===== config.mk =====
export PLATFORM = sky130hd
export DESIGN_NAME = dpr_fifo_ctrl_flat
export DESIGN_NICKNAME = d
export VERILOG_FILES = /design/src/rtl/dpr_pkg.sv /design/src/rtl/dpr_fifo_ctrl_if.sv /design/src/rtl/dpr_fifo_ctrl.sv /design/src/flat_wrapper.sv
export SDC_FILE = /design/constraint.sdc
export NUM_CORES = 1
export LEC_CHECK = 0
export ABC_AREA = 1
export CAP_MARGIN = 5
export CORE_ASPECT_RATIO = 0.75
export CORE_UTILIZATION = 45
export CTS_CLUSTER_DIAMETER = 30
export DETAILED_ROUTE_END_ITERATION = 16
export GPL_TIMING_DRIVEN = 0
export PLACE_DENSITY = 0.85
export SETUP_SLACK_MARGIN = 0.5
export SLEW_MARGIN = 15
export SYNTH_ARGS = -nofsm -noshare
export SYNTH_HDL_FRONTEND = slang
export SYNTH_SLANG_ARGS = --single-unit

===== constraint.sdc =====
create_clock -name clk -period 5.78 [get_ports clk]
set_input_delay 1.156 -clock clk [delete_from_list [all_inputs] [get_ports clk]]
set_output_delay 1.156 -clock clk [all_outputs]
set_load 0.05 [all_outputs]

===== src/rtl/dpr_pkg.sv =====
// Shared definitions for FIFOs and buffers that sit in front of the True_DPR dual-port RAM.
// Pointers carry one extra wrap bit above the RAM address so full and empty can be told apart.
package dpr_pkg;

  localparam int DEF_ADDR_SIZE = 8;
  localparam int DEF_DATA_SIZE = 8;
  localparam int DEPTH         = 1 << DEF_ADDR_SIZE;
  localparam int PTR_W         = DEF_ADDR_SIZE + 1;

  // Widest pointer the helper handles; narrower pointers are zero-extended into it.
  localparam int MAX_ADDR_SIZE = 16;
  localparam int MAX_PTR_W     = MAX_ADDR_SIZE + 1;

  typedef struct packed {
    logic full;
    logic empty;
  } ptr_flags_t;

  // Equal pointers mean empty; equal address bits with differing wrap bits mean full.
  function automatic ptr_flags_t ptr_flags(input logic [MAX_PTR_W-1:0] wr,
                                           input logic [MAX_PTR_W-1:0] rd,
                                           input int unsigned          addr_size);
    logic [MAX_PTR_W-1:0] diff;
    logic [MAX_PTR_W-1:0] low_mask;
    logic [MAX_PTR_W-1:0] wrap_mask;
    ptr_flags_t           f;
    diff      = wr ^ rd;
    wrap_mask = MAX_PTR_W'(1) << addr_size;
    low_mask  = wrap_mask - MAX_PTR_W'(1);
    f.empty   = (diff == '0);
    f.full    = ((diff & wrap_mask) != '0) && ((diff & low_mask) == '0);
    return f;
  endfunction

endpackage


===== src/rtl/dpr_fifo_ctrl_if.sv =====
// FIFO user-side bundle for dpr_fifo_ctrl: push/pop requests, pop data and status.
interface dpr_fifo_ctrl_if #(
  parameter int ADDR_SIZE = 8,
  parameter int DATA_SIZE = 8
);

  // push/pop are single-cycle requests; push is taken only when !full and pop only when
  // !empty (flags as seen at the start of the cycle). A taken pop returns its word on
  // pop_data with pop_valid=1 exactly one cycle later; there is no backpressure on pop_data.
  logic                 push;
  logic [DATA_SIZE-1:0] push_data;
  logic                 pop;
  logic [DATA_SIZE-1:0] pop_data;
  logic                 pop_valid;
  logic                 full;
  logic                 empty;
  logic                 almost_full;
  logic [ADDR_SIZE:0]   count;
  logic                 overflow;
  logic                 underflow;

  modport master (
    output push, push_data, pop,
    input  pop_data, pop_valid, full, empty, almost_full, count, overflow, underflow
  );

  modport slave (
    input  push, push_data, pop,
    output pop_data, pop_valid, full, empty, almost_full, count, overflow, underflow
  );

endinterface


===== src/rtl/dpr_fifo_ctrl.sv =====
// FIFO controller driving a True_DPR: port A writes at wr_ptr, port B reads at rd_ptr,
// pop data arrives straight from the RAM one cycle after the accepted pop.
module dpr_fifo_ctrl
  import dpr_pkg::*;
#(
  parameter int ADDR_SIZE = DEF_ADDR_SIZE,
  parameter int DATA_SIZE = DEF_DATA_SIZE,
  parameter int AF_LEVEL  = (1 << ADDR_SIZE) - 2
) (
  input  logic                 clk,
  input  logic                 rst,
  dpr_fifo_ctrl_if.slave       fifo,
  output logic                 ram_en_a,
  output logic                 ram_we_a,
  output logic [ADDR_SIZE-1:0] ram_addr_a,
  output logic [DATA_SIZE-1:0] ram_din_a,
  output logic                 ram_en_b,
  output logic                 ram_we_b,
  output logic [ADDR_SIZE-1:0] ram_addr_b,
  input  logic [DATA_SIZE-1:0] ram_dout_b
);

  localparam int P_W = ADDR_SIZE + 1;

  logic [P_W-1:0] wr_ptr_q, wr_ptr_d;
  logic [P_W-1:0] rd_ptr_q, rd_ptr_d;
  logic           pop_valid_q, pop_valid_d;
  logic           overflow_q, overflow_d;
  logic           underflow_q, underflow_d;

  ptr_flags_t     flags;
  logic           full;
  logic           empty;
  logic [P_W-1:0] count;
  logic           push_acc;
  logic           pop_acc;

  // Flags come from the registered pointers, so they describe the start of the cycle.
  always_comb begin
    flags    = ptr_flags(MAX_PTR_W'(wr_ptr_q), MAX_PTR_W'(rd_ptr_q), ADDR_SIZE);
    full     = flags.full;
    empty    = flags.empty;
    count    = wr_ptr_q - rd_ptr_q;
    push_acc = fifo.push & ~full & ~rst;
    pop_acc  = fifo.pop & ~empty & ~rst;
  end

  // Requests seen during rst are dropped and do not raise the sticky error flags.
  always_comb begin
    wr_ptr_d    = wr_ptr_q + P_W'(push_acc);
    rd_ptr_d    = rd_ptr_q + P_W'(pop_acc);
    pop_valid_d = pop_acc;
    overflow_d  = overflow_q | (fifo.push & full);
    underflow_d = underflow_q | (fifo.pop & empty);
  end

  always_ff @(posedge clk) begin
    if (rst) begin
      wr_ptr_q    <= '0;
      rd_ptr_q    <= '0;
      pop_valid_q <= 1'b0;
      overflow_q  <= 1'b0;
      underflow_q <= 1'b0;
    end else begin
      wr_ptr_q    <= wr_ptr_d;
      rd_ptr_q    <= rd_ptr_d;
      pop_valid_q <= pop_valid_d;
      overflow_q  <= overflow_d;
      underflow_q <= underflow_d;
    end
  end

  assign ram_en_a   = push_acc;
  assign ram_we_a   = push_acc;
  assign ram_addr_a = wr_ptr_q[ADDR_SIZE-1:0];
  assign ram_din_a  = fifo.push_data;
  assign ram_en_b   = pop_acc;
  assign ram_we_b   = 1'b0;
  assign ram_addr_b = rd_ptr_q[ADDR_SIZE-1:0];

  assign fifo.pop_data    = ram_dout_b;
  assign fifo.pop_valid   = pop_valid_q;
  assign fifo.full        = full;
  assign fifo.empty       = empty;
  assign fifo.count       = count;
  assign fifo.almost_full = (int'(count) >= AF_LEVEL);
  assign fifo.overflow    = overflow_q;
  assign fifo.underflow   = underflow_q;

endmodule


===== src/flat_wrapper.sv =====
// flat-port wrapper written by rule: the top's interface ports become plain ports
module dpr_fifo_ctrl_flat import dpr_pkg::*;
#(
  parameter int ADDR_SIZE = DEF_ADDR_SIZE,
  parameter int DATA_SIZE = DEF_DATA_SIZE,
  parameter int AF_LEVEL  = (1 << ADDR_SIZE) - 2
)
  (clk, rst, ram_en_a, ram_we_a, ram_addr_a, ram_din_a, ram_en_b, ram_we_b, ram_addr_b, ram_dout_b, fifo_push, fifo_push_data, fifo_pop, fifo_pop_data, fifo_pop_valid, fifo_full, fifo_empty, fifo_almost_full, fifo_count, fifo_overflow, fifo_underflow);
  dpr_fifo_ctrl_if #(.ADDR_SIZE(ADDR_SIZE), .DATA_SIZE(DATA_SIZE)) fifo_i ();
  input  logic clk;
  input  logic rst;
  output logic ram_en_a;
  output logic ram_we_a;
  output logic [ADDR_SIZE-1:0] ram_addr_a;
  output logic [DATA_SIZE-1:0] ram_din_a;
  output logic ram_en_b;
  output logic ram_we_b;
  output logic [ADDR_SIZE-1:0] ram_addr_b;
  input  logic [DATA_SIZE-1:0] ram_dout_b;
  input wire logic [$bits(fifo_i.push)-1:0] fifo_push;
  input wire logic [$bits(fifo_i.push_data)-1:0] fifo_push_data;
  input wire logic [$bits(fifo_i.pop)-1:0] fifo_pop;
  output wire logic [$bits(fifo_i.pop_data)-1:0] fifo_pop_data;
  output wire logic [$bits(fifo_i.pop_valid)-1:0] fifo_pop_valid;
  output wire logic [$bits(fifo_i.full)-1:0] fifo_full;
  output wire logic [$bits(fifo_i.empty)-1:0] fifo_empty;
  output wire logic [$bits(fifo_i.almost_full)-1:0] fifo_almost_full;
  output wire logic [$bits(fifo_i.count)-1:0] fifo_count;
  output wire logic [$bits(fifo_i.overflow)-1:0] fifo_overflow;
  output wire logic [$bits(fifo_i.underflow)-1:0] fifo_underflow;
  assign fifo_i.push = fifo_push;
  assign fifo_i.push_data = fifo_push_data;
  assign fifo_i.pop = fifo_pop;
  assign fifo_pop_data = fifo_i.pop_data;
  assign fifo_pop_valid = fifo_i.pop_valid;
  assign fifo_full = fifo_i.full;
  assign fifo_empty = fifo_i.empty;
  assign fifo_almost_full = fifo_i.almost_full;
  assign fifo_count = fifo_i.count;
  assign fifo_overflow = fifo_i.overflow;
  assign fifo_underflow = fifo_i.underflow;
  dpr_fifo_ctrl #(.ADDR_SIZE(ADDR_SIZE), .DATA_SIZE(DATA_SIZE), .AF_LEVEL(AF_LEVEL)) u_core (.clk(clk), .rst(rst), .fifo(fifo_i), .ram_en_a(ram_en_a), .ram_we_a(ram_we_a), .ram_addr_a(ram_addr_a), .ram_din_a(ram_din_a), .ram_en_b(ram_en_b), .ram_we_b(ram_we_b), .ram_addr_b(ram_addr_b), .ram_dout_b(ram_dout_b));
endmodule

**After elaboration in Yosys (flattened, before gate mapping)**

Cells that the tools add are included.

- Flip-flop bits (word level): 21
- Output and inout port bits: 51
- Input port bits: 20
- Word-level logic and storage cells: 24

- Reductions and logical operators: 3
- Bitwise gates (word level): 12
- Magnitude comparators: 1
- $add $sub $neg: 3

Operators by type and width:

| kind | count |
|---|---|
| zero test 17 bit | 2 |
| adder 9 x 1 -> 9 bit | 2 |
| >= comparator 9 x 8 -> 1 bit (second input constant) | 1 |
| subtractor 9 bit | 1 |
| bitwise XOR 9 bit | 1 |
| bitwise AND 1 bit | 6 |
| NOT 1 bit | 3 |
| bitwise OR 1 bit | 2 |
| logical AND 1 bit | 1 |

**Logic depth before layout (Yosys ltp)**

- Depth after elaboration: 7
- Gate-level depth with buffers: 16
- Depth with buffers taken out: 16

**Worst setup path after synthesis**

OpenSTA, ideal clock, no wires.

- Path type: register to output
- Start: register u_core.wr_ptr_q[0]
- End: output fifo_almost_full
- Data arrival time: 2,162 ps
- Setup slack: 2,462 ps
- Cell stages (with the launch flop): 10
- Path buffers: 0
- Data required time: 4,624 ps
- Cells stage by stage: dfxtp_1 inv_1 ha_1 inv_1 fa_1 nor3b_1 nand3_1 nor2_1 nand2_1 nand2_1

- Word-level cells in the longest chain between the ends: 2

Ends and longest elaborated chain:

| element | RTL line | source |
|---|---|---|
| from (decl) | dpr_fifo_ctrl.sv:25 | `logic [P_W-1:0] wr_ptr_q, wr_ptr_d;` |
| from (signal assigned) | dpr_fifo_ctrl.sv:65 | `wr_ptr_q <= wr_ptr_d;` |
| subtractor 9 bit | dpr_fifo_ctrl.sv:43 | `count = wr_ptr_q - rd_ptr_q;` |
| named net fifo_count[1] | flat_wrapper.sv:28 | `output wire logic [$bits(fifo_i.count)-1:0] fifo_count;` |
| >= comparator 9 x 8 -> 1 bit | dpr_fifo_ctrl.sv:86 | `assign fifo.almost_full = (int'(count) >= AF_LEVEL);` |
| to (decl) | flat_wrapper.sv:27 | `output wire logic [$bits(fifo_i.almost_full)-1:0] fifo_almost_full;` |

The timed path passes the listed nets, and every way through them passes these cells.

**Worst setup path after layout**

- Start: input rst
- End: output ram_we_a

- Word-level cells in the longest chain between the ends: 2

Ends and longest elaborated chain:

| element | RTL line | source |
|---|---|---|
| from (decl) | flat_wrapper.sv:11 | `input logic rst;` |
| NOT 1 bit | dpr_fifo_ctrl.sv:44 | `push_acc = fifo.push & ~full & ~rst;` |
| bitwise AND 1 bit | dpr_fifo_ctrl.sv:44 |  |
| to (decl) | flat_wrapper.sv:13 | `output logic ram_we_a;` |

No other way between the ends.

==> summary.txt <==
Logic synthesis
  • Mapped Area: 1610 um^2
  • Post-synthesis xor/xnor area fraction: 2.18%
  • Synth area leader: dfxtp_1
  • Synth top area share: 26.2%
  • Distinct cells, synth: 27
  • Seq/Total Area, Yosys: 26.2%
  • Synth Area in Simple Gates: 28.3%
  • Number of synthesized register bits: 21
  • Gate Count Post-Synth: 235
  • Mux contribution to synthesized area: 0%
  • Post-synthesis adder-cell area fraction: 10.6%
  • Synth Area in Compound Gates: 7.32%
  • Main combinational cell family by area after synthesis: simple AND/OR/NAND/NOR gates
  • Yosys warning count: 0
  • Top cells by area, synth: dfxtp_1 26%, buf_4 16%, nand2_1 11%
  • Syn_nets: 268
  • Syn_area_per_cell: 6.84 um^2

Global routing
  • GRT overflow: 0
  • GRT Total Usage: 18.5%
  • Vias in the first global route: 1264
  • First-pass GRT wire length: 5440 um
  • Initial antenna violation count: 0
  • Largest net degree at the start of global routing: 12

Run
  • Max-cap violations: 0

Final layout
  • Synth-to-layout area growth: 38.9%
  • Fin nets: 326
  • Layout cells sized above 1: 16.4%
  • N_diodes: 0

Clock network
  • Cts hold-fix bufs: 0
  • Max H-tree Level: 1
  • CTS resizes: 0
  • Reg clk slew, reported paths: 0.07 ns
  • Root Driver: clkbuf_8
  • Number of buffers created by CTS: 3
  • Clock sink count: 21
  • Postcts setup bufs: 0
  • Worst skew pair latency: 0.26 ns
  • CTS tree: built
  • Clock buffer depth: 2

Worst setup path
  • Crit path launch type: input pin
  • Max incr delay on CP: 0.68 ns
  • Flop-to-flop setup slack: 3.09 ns
  • Crit Path Category: input pin to output pin
  • Slowest cell on the critical path: clkdlybuf4s50_1
  • Critical path arrival: 3.03 ns
  • Cell mode on critical path: clkdlybuf4s50_1
  • CP Launch Point: rst
  • Reg2Reg Capture Point: u_core.wr_ptr_q[8]
  • Crit path buf inv count: 5
  • R2r startpoint: u_core.rd_ptr_q[3]
  • Type of element capturing the critical path: output pin
  • FF-to-FF path depth: 16
  • Crit path cell chain: clkdlybuf4s50_1 > clkinv_1 > o211ai_1 > inv_1 > buf_4 > clkdlybuf4s50_1
  • CP max FO: 10
  • CP top delay family: buffers and inverters
  • Crit path depth: 6
  • WP data required: 4.62 ns

Floorplanning
  • Initial Util: 47.9%
  • Row count: 18
  • Die Y: 53.7 um
  • Die X: 71.0 um
  • Top Ports: 71
  • Die area: 3820 um^2
  • Core area: 3360 um^2

Power and ir drop
  • Combinational share of power: 37.3%
  • Switching portion of total power: 36.4%
  • Power density cells: 174 nW/um^2
  • Peak VDD IR: 0.115 mV
  • Design Power: 0.000388 W
  • Net Switching: 0.000141 W
  • Clock power share: 24.2%
  • LEAKAGE: 1.10 nW
  • Register share of total power: 38.5%
  • Internal power: 0.000247 W

STA
  • Relative slew slack: 63.3%
  • Final Max Tran Viols: 0
  • Fmax: 0.239 GHz
  • Final setup TNS: 0 ns
  • Slew @ Worst Pin: 0.547 ns
  • Final hold viol count: 0
  • Final Setup Violations: 0
  • Final worst path period need: 4.19 ns
  • Final Cycle Share: 72.4%
  • Fin Clk Skew: 0.00205 ns
  • Unrepaired setup endpoints after global routing: no

Drt
  • DRT iter0 DRCs: 83
  • DR vias/cell: 4.74
  • Final wirelength: 3410 um
  • Drc violations: 0
  • First drt pass iteration count: 6
  • Drt wl/cell: 10.3 um
  • Via count: 1573
  • Final ANT Viol Nets: 0

Run status
  • Status: finished clean

Placed design
  • GP Congestion: 0.879
  • Final HPWL DP: 2850 um
  • Number of port buffers: 53

Min path
  • Hold Path End: u_core.fifo.underflow
  • Worst hold path class: flip-flop to flip-flop
  • Min-delay src: u_core.fifo.underflow
  • Hold depth: 2
layer usage:
layer | share of wire [%] | GRT usage [%] | wire length (um) | vias to the layer above
met5 | 0 | 0 | 0 | -
met4 | 0.97 | 6.33 | 33 | 0
met3 | 5.0 | 2.43 | 169 | 6
met2 | 45 | 31.3 | 1540 | 47
met1 | 49 | 24.7 | 1660 | 704
li1 | - | - | - | 816
cells by family after synthesis:
logic type	after synthesis
compound gates	22
xor+xnor	4
fa+ha+maj	13
buf+inv	74
flops	21
other cells	1
simple gates	100
final cells by class:
type	count	area (um^2)
buffer	35	259
clock buffer	4	45.0
fill	317	1120
inverter	39	146
multi-input combinational	140	781
sequential	21	420
tap	40	50.0
timing repair buffer	53	531
stage by stage:
| stage | worst slack [ns] | std cells | hold WS, ns | util, % | area, um^2 |
|---|---|---|---|---|---|
| 4_1_cts | 1.59 | 332 | 0.485 | 66.5 | 2230 |
| 2_1_floorplan | 2.46 | 235 | 0.463 | - | 1610 |
| 3_3_place_gp | 1.58 | 328 | 0.452 | 65.2 | 2190 |
| 3_5_place_dp | 1.60 | 328 | 0.461 | 65.2 | 2190 |
| 6_report | 1.59 | 332 | 0.478 | 66.5 | 2230 |
| 5_1_grt | 1.48 | 332 | 0.536 | 66.5 | 2230 |
power groups by stage:
stage	clock, W	combinational [W]	sequential, W
floorplan	0	0.000100	0.000157
global placement	0	0.000143	0.000153
detailed placement	0	0.000145	0.000153
CTS	0.0000965	0.000146	0.000149
global route	0.000102	0.000153	0.000150
finish	0.0000941	0.000145	0.000149
cell usage after synthesis:
library cell / count
nor3_2: 2
o21ai_0: 6
ha_1: 12
or2_4: 1
fa_1: 1
nor3_1: 1
xor2_1: 2
o211ai_1: 1
a21oi_1: 13
nand3_1: 13
nor3_4: 1
clkbuf_1: 1
nor2_1: 26
inv_2: 2
buf_4: 34
nand2_2: 2
xnor2_1: 2
nand3b_1: 2
nor2_2: 3
clkinv_1: 1
nand4_1: 3
nor3b_1: 1
inv_1: 36
o21a_1: 2
nand2_1: 45
conb_1: 1
dfxtp_1: 21
registers in the layout, indices dropped and copies added, names as in the netlist:
register	cells
u_core.wr_ptr_q	9
u_core.fifo.underflow	1
u_core.rd_ptr_q	9
u_core.fifo.pop_valid	1
u_core.fifo.overflow	1
worst max path at each step:
stage	end	slack [ns]
finish	ram_we_a	1.59
global route	ram_we_a	1.48
CTS	ram_we_a	1.59
detailed placement	ram_we_a	1.60
global placement	ram_we_a	1.58
floorplan	fifo_almost_full	2.46
worst min-delay path, stage by stage, from the launching register on:
cell and delay (ns):
dfxtp_1 0.33, a21oi_1 0.04, nor2_1 0.07
layout by cell type (no fill, tap or decap), drive strengths merged:
cell type,n
o211ai,1
or2,1
a21oi,13
nand2,47
xor2,2
clkbuf,5
dfxtp,21
ha,12
buf,34
nor3b,1
conb,1
nand3,13
clkdlybuf4s50,53
nor3,4
inv,38
fa,1
nand4,3
o21a,2
o21ai,6
xnor2,2
nor2,29
nand3b,2
clkinv,1
(Power assumes the default switching activity.)
